## src/rtl/ddr_rpath.sv

```systemverilog
// DDR read data-path: dual-edge capture, rise/fall pairing, sample-gated burst tagging
// and a show-ahead FIFO drained by the Wishbone-side read logic.
module ddr_rpath #(
  parameter int DQ_WIDTH     = 16,
  parameter int SAMPLE_DELAY = 2,
  parameter int BURST_WORDS  = 2,
  parameter int FIFO_AW      = 3
) (
  input  logic                    clk,
  input  logic                    reset,
  input  logic                    sample,
  input  logic [DQ_WIDTH-1:0]     ddr_dq,
  output logic [2*DQ_WIDTH-1:0]   rd_data,
  output logic                    rd_last,
  output logic                    rd_valid,
  input  logic                    rd_ready,
  output logic [FIFO_AW:0]        rd_level,
  output logic                    overflow,
  output logic                    short_burst,
  input  logic                    clr_err
);

  localparam int              LP_DEPTH    = 1 << FIFO_AW;
  localparam logic [FIFO_AW:0] LP_FULL    = (FIFO_AW+1)'(LP_DEPTH);
  localparam logic [2:0]      LP_LAST_IDX = 3'(BURST_WORDS - 1);
  localparam bit              LP_SINGLE   = (BURST_WORDS == 1);

  typedef enum logic {S_IDLE, S_BURST} state_t;

  logic [DQ_WIDTH-1:0]    r_rise_q;
  logic [DQ_WIDTH-1:0]    r_fall_q;
  logic [2*DQ_WIDTH-1:0]  r_pair_q;
  logic [SAMPLE_DELAY-1:0] r_sample_chain;
  state_t                 r_state;
  logic [2:0]             r_beat_cnt;
  logic [2*DQ_WIDTH:0]    r_mem [LP_DEPTH];
  logic [FIFO_AW:0]       r_wptr;
  logic [FIFO_AW:0]       r_rptr;
  logic                   r_overflow;
  logic                   r_short_burst;

  logic                   w_push;
  logic                   w_tag_last;
  logic                   w_short_set;
  logic [FIFO_AW:0]       w_level;
  logic                   w_full;
  logic                   w_empty;
  logic                   w_pop;
  logic                   w_wr;
  logic                   w_ovf_set;
  logic [2*DQ_WIDTH:0]    w_head;

  // Capture registers carry no reset: their contents only matter once a gated push uses them.
  always_ff @(posedge clk) begin
    r_rise_q <= ddr_dq;
    r_pair_q <= {r_fall_q, r_rise_q};
  end

  always_ff @(negedge clk) begin
    r_fall_q <= ddr_dq;
  end

  always_ff @(posedge clk) begin
    if (reset) begin
      r_sample_chain <= '0;
    end else begin
      r_sample_chain[0] <= sample;
      for (int i = 1; i < SAMPLE_DELAY; i++) begin
        r_sample_chain[i] <= r_sample_chain[i-1];
      end
    end
  end

  assign w_push      = r_sample_chain[SAMPLE_DELAY-1];
  assign w_tag_last  = (r_state == S_IDLE) ? LP_SINGLE : (r_beat_cnt == LP_LAST_IDX);
  assign w_short_set = (r_state == S_BURST) && !w_push;

  always_ff @(posedge clk) begin
    if (reset) begin
      r_state    <= S_IDLE;
      r_beat_cnt <= 3'd0;
    end else begin
      case (r_state)
        S_IDLE: begin
          if (w_push) begin
            r_beat_cnt <= 3'd1;
            if (!LP_SINGLE) r_state <= S_BURST;
          end
        end
        S_BURST: begin
          if (w_push) begin
            if (r_beat_cnt == LP_LAST_IDX) r_state <= S_IDLE;
            else                           r_beat_cnt <= r_beat_cnt + 3'd1;
          end else begin
            r_state <= S_IDLE;
          end
        end
        default: r_state <= S_IDLE;
      endcase
    end
  end

  // Full with a same-cycle pop still accepts the push: the slot being written is the head leaving.
  assign w_level   = r_wptr - r_rptr;
  assign w_full    = (w_level == LP_FULL);
  assign w_empty   = (w_level == '0);
  assign w_pop     = !w_empty && rd_ready;
  assign w_wr      = w_push && (!w_full || w_pop) && !reset;
  assign w_ovf_set = w_push && w_full && !w_pop;

  always_ff @(posedge clk) begin
    if (w_wr) r_mem[r_wptr[FIFO_AW-1:0]] <= {w_tag_last, r_pair_q};
  end

  always_ff @(posedge clk) begin
    if (reset) begin
      r_wptr <= '0;
      r_rptr <= '0;
    end else begin
      if (w_wr)  r_wptr <= r_wptr + 1'b1;
      if (w_pop) r_rptr <= r_rptr + 1'b1;
    end
  end

  always_ff @(posedge clk) begin
    if (reset) begin
      r_overflow    <= 1'b0;
      r_short_burst <= 1'b0;
    end else begin
      if (w_ovf_set)    r_overflow <= 1'b1;
      else if (clr_err) r_overflow <= 1'b0;
      if (w_short_set)  r_short_burst <= 1'b1;
      else if (clr_err) r_short_burst <= 1'b0;
    end
  end

  assign w_head      = r_mem[r_rptr[FIFO_AW-1:0]];
  assign rd_data     = w_head[2*DQ_WIDTH-1:0];
  assign rd_last     = w_head[2*DQ_WIDTH];
  assign rd_valid    = !w_empty;
  assign rd_level    = w_level;
  assign overflow    = r_overflow;
  assign short_burst = r_short_burst;

endmodule
```

## config.mk

```make
export PLATFORM = sky130hd
export DESIGN_NAME = ddr_rpath
export DESIGN_NICKNAME = d
export VERILOG_FILES = /design/src/rtl/ddr_rpath.sv
export SDC_FILE = /design/constraint.sdc
export NUM_CORES = 1
export LEC_CHECK = 0
export CAP_MARGIN = 20
export CORE_MARGIN = 2
export CORE_UTILIZATION = 53
export CTS_CLUSTER_DIAMETER = 30
export DETAILED_ROUTE_END_ITERATION = 7
export GPL_TIMING_DRIVEN = 0
export PLACE_DENSITY = 0.75
export SYNTH_ARGS = -nofsm -noshare
export SYNTH_HDL_FRONTEND = slang
export SYNTH_SLANG_ARGS = --single-unit
```

## constraint.sdc

```tcl
create_clock -name clk -period 5.2 [get_ports clk]
set_input_delay 1.04 -clock clk [delete_from_list [all_inputs] [get_ports clk]]
set_output_delay 1.04 -clock clk [all_outputs]
set_load 0.02 [all_outputs]
```

==> results by group <==
CTS
  – Clock sinks: 347
  – Clock root cell: clkbuf_16
  – Post-CTS sizing: 0
  – Clock slew at reported path FFs: 0.06 ns
  – Post-cts hold buffer count: 0
  – Clk_lat worst skew: 0.62 ns
  – CTS Buffer Depth: 3
  – Post-CTS Setup Bufs: 0
  – H-Tree Depth: 2
  – Total CTS buffers: 51
  – CTS tree: yes

Route
  – Antenna viol nets, final: 0
  – Detailed Routing Iterations Pass 1: 4
  – DR vias/cell: 5.665
  – Via count: 6,096
  – 1st-iter DRT viols: 480
  – Final WL: 24,850 µm
  – DR WL/cell: 23.10 µm
  – # DRC: 0

Cells and area
  – Share of layout cells above drive strength 1: 31.90%
  – Final Core Density: 67.94%
  – Seq. cell area: 9589 µm²
  – Net count, final: 776
  – Area growth from synthesis to layout: 25.48%
  – Multi-input gate area: 2589 µm²
  – Fillers: 1,408

STA
  – Slew Viols, Final: 0
  – Final setup fails: 0
  – Fmax: 224.4 MHz
  – Slew headroom: 31.70%
  – RSZ-0062 raised after global routing: false
  – Tcrit/Tclk final: 85.71%
  – Setup clock skew after layout: 0.07398 ns
  – Worst-margin pin slew: 1.019 ns
  – Final hold vios: 0
  – Fin Setup TNS: 0 ns
  – Fin crit period: 4.457 ns

Global routing
  – Vias in the first global route: 6,526
  – First-pass GRT wire length: 37,960 µm
  – Initial antenna violation count: 1
  – Gr ovfl total: 0
  – Largest net degree at the start of global routing: 15
  – GR Util All Layers: 21.16%

Placed design
  – Routability cong.: 0.7717
  – Dpl hpwl: 15,730 µm
  – I/O Buffers: 59

Synthesis
  – Synth Instances: 585
  – Yosys warning count: 0
  – Synth Flop Type: edfxtp_1
  – EDFF count, synth: 264
  – Number of library cell types mapped by synthesis: 44
  – Synthesis-stage register bit count: 347
  – Sequential area share after synthesis: 77.99%
  – Yosys top cell by area: edfxtp_1
  – Top post-synthesis cells by area: edfxtp_1, dfxtp_1, mux4_2
  – Top-count cell post-synth: edfxtp_1
  – Yosys top cell area share: 64.48%
  – Syn_area_per_cell: 21.02 µm²
  – Async SR Flop Fraction: 0%
  – Commonest cells post-synth: edfxtp_1, dfxtp_1, mux4_2, mux2_2, inv_1
  – Syn_nets: 614
  – Synthesized area: 12,300 µm²

Critical path
  – Crit path arrival time: 3.42 ns
  – Worst-path fanout max: 10
  – Internal reg-to-reg setup slack: 1.56 ns
  – Reg-to-Reg Start: r_wptr[2]$_SDFFE_PP0P_
  – Crit path launch type: register
  – Reg2reg end: r_mem[7][16]$_DFFE_PP_
  – Req. time, crit path: 4.16 ns
  – Endpoint type of the worst setup path: output pin
  – Worst Reg-to-Reg Cells: 8
  – Worst Setup EP: rd_data[12]
  – Setup CP Type: reg -> out

Floorplanning
  – Die X-Extent: 156.3 µm
  – Area of the core: 22,710 µm²
  – Site row count: 55
  – Die Height: 156.3 µm
  – Ports: 61
  – Die Area: 24,430 µm²
  – Starting Density: 54.14%

Power
  – Seq pwr share: 38.2%
  – Clock share of power: 42.5%
  – Max VDD drop: 0.0004203 V
  – Total power: 8112 µW
  – Leak: 0.005276 µW
  – Power share of the combinational group: 19.3%
  – Internal power: 5961 µW
  – Sw power: 2151 µW
  – Switching share of power: 26.51%
  – Pwr per Cell Area: 525.8 nW/µm²

Status
  – Status: complete, no violations

Worst hold path
  – Hold Crit Class: reg -> reg

Run
  – Max-cap violations: 0
-- power by group through the flow --
stage | registers (µW) | clock network, µW | logic [µW]
CTS | 3100 | 3490 | 1590
detailed placement | 3150 | 20.0 | 1570
global route | 3100 | 3620 | 1670
floorplan | 3130 | 20.0 | 1040
global placement | 3150 | 20.0 | 1520
finish | 3100 | 3450 | 1570
-- flip-flops by register name, summed over array words and instances, names as in the netlist, named ones only --
name	cells
r_wptr	4
r_state	1
r_sample_chain	2
r_beat_cnt	3
r_rptr	4
overflow	1
r_fall_q	16
r_mem	264
r_pair_q	32
short_burst	1
r_rise_q	16
-- critical path: stages (launching register included) --
cell             delay [ns]
dfxtp_1                0.37
clkbuf_1               0.57
buf_1                  0.66
mux4_2                 0.42
mux2_2                 0.30
clkdlybuf4s50_1        0.55
-- kinds of logic after synthesis --
logic type,after synthesis,synth area share (%)
fa+ha+maj,8,0.8751
xor+xnor,2,0.1425
mux,103,15.47
flops,347,77.99
buf+inv,39,1.313
simple gates,58,2.534
compound gates,28,1.679
-- metal layers --
metal	share of wire (%)	global-route usage, %	vias up
li1	-	-	2706
met1	40	26.63	3121
met2	52	36.75	223
met3	6.1	4.763	46
met4	2.1	6.859	0
met5	0	0	-
-- final cells by class --
class                   count  area share, %
plain buffers              24         0.6812
clock buffers              56          8.807
multi-input cells         199          16.78
repair buffers             94          6.017
inverters                  14         0.3406
well taps                 285          2.311
flip-flops and latches    347          62.15
clock inverters            56          2.895
diodes                      1        0.01622
-- layout by cell type, fill, tap and decap left out, types with 4 or more instances in the layout --
master	netlist	final
clkbuf_1	12	12
inv_1	15	30
dfxtp_1	83	83
clkbuf_16	0	53
buf_1	5	5
nand3_1	4	4
clkinv_4	0	8
nor3_2	0	5
inv_6	0	13
edfxtp_1	264	264
buf_4	0	15
nor2_1	12	12
nand2_1	10	10
a21oi_1	8	8
clkinv_2	0	5
buf_2	6	6
buf_6	1	21
nand2b_1	5	5
mux2_2	36	36
clkdlybuf4s50_1	0	59
nor2b_1	4	4
ha_1	7	7
mux4_2	66	66
-- stage by stage --
step | hold WS, ns | setup slack (ns) | instance area, µm² | instances
2_1_floorplan | 0.3096 | -0.4056 | 12300 | 585
3_3_place_gp | 0.3123 | -3.608 | 13240 | 929
3_5_place_dp | 0.3121 | 0.8898 | 13610 | 963
4_1_cts | 0.3159 | 0.7093 | 15410 | 1074
5_1_grt | 0.3200 | 0.6085 | 15430 | 1075
6_report | 0.3165 | 0.7429 | 15430 | 1076
-- how the worst min path moves through the flow --
stage                                    start                    to  cells past startpoint
after floorplan            r_rise_q[0]$_DFF_P_   r_pair_q[0]$_DFF_P_                      0
after global placement    r_rise_q[12]$_DFF_P_  r_pair_q[12]$_DFF_P_                      0
after detailed placement  r_rise_q[13]$_DFF_P_  r_pair_q[13]$_DFF_P_                      0
after CTS                  r_rise_q[2]$_DFF_P_   r_pair_q[2]$_DFF_P_                      0
after global routing       r_rise_q[2]$_DFF_P_   r_pair_q[2]$_DFF_P_                      0
final                      r_rise_q[2]$_DFF_P_   r_pair_q[2]$_DFF_P_                      0
Note: power is estimated with default switching activity, not from simulation.
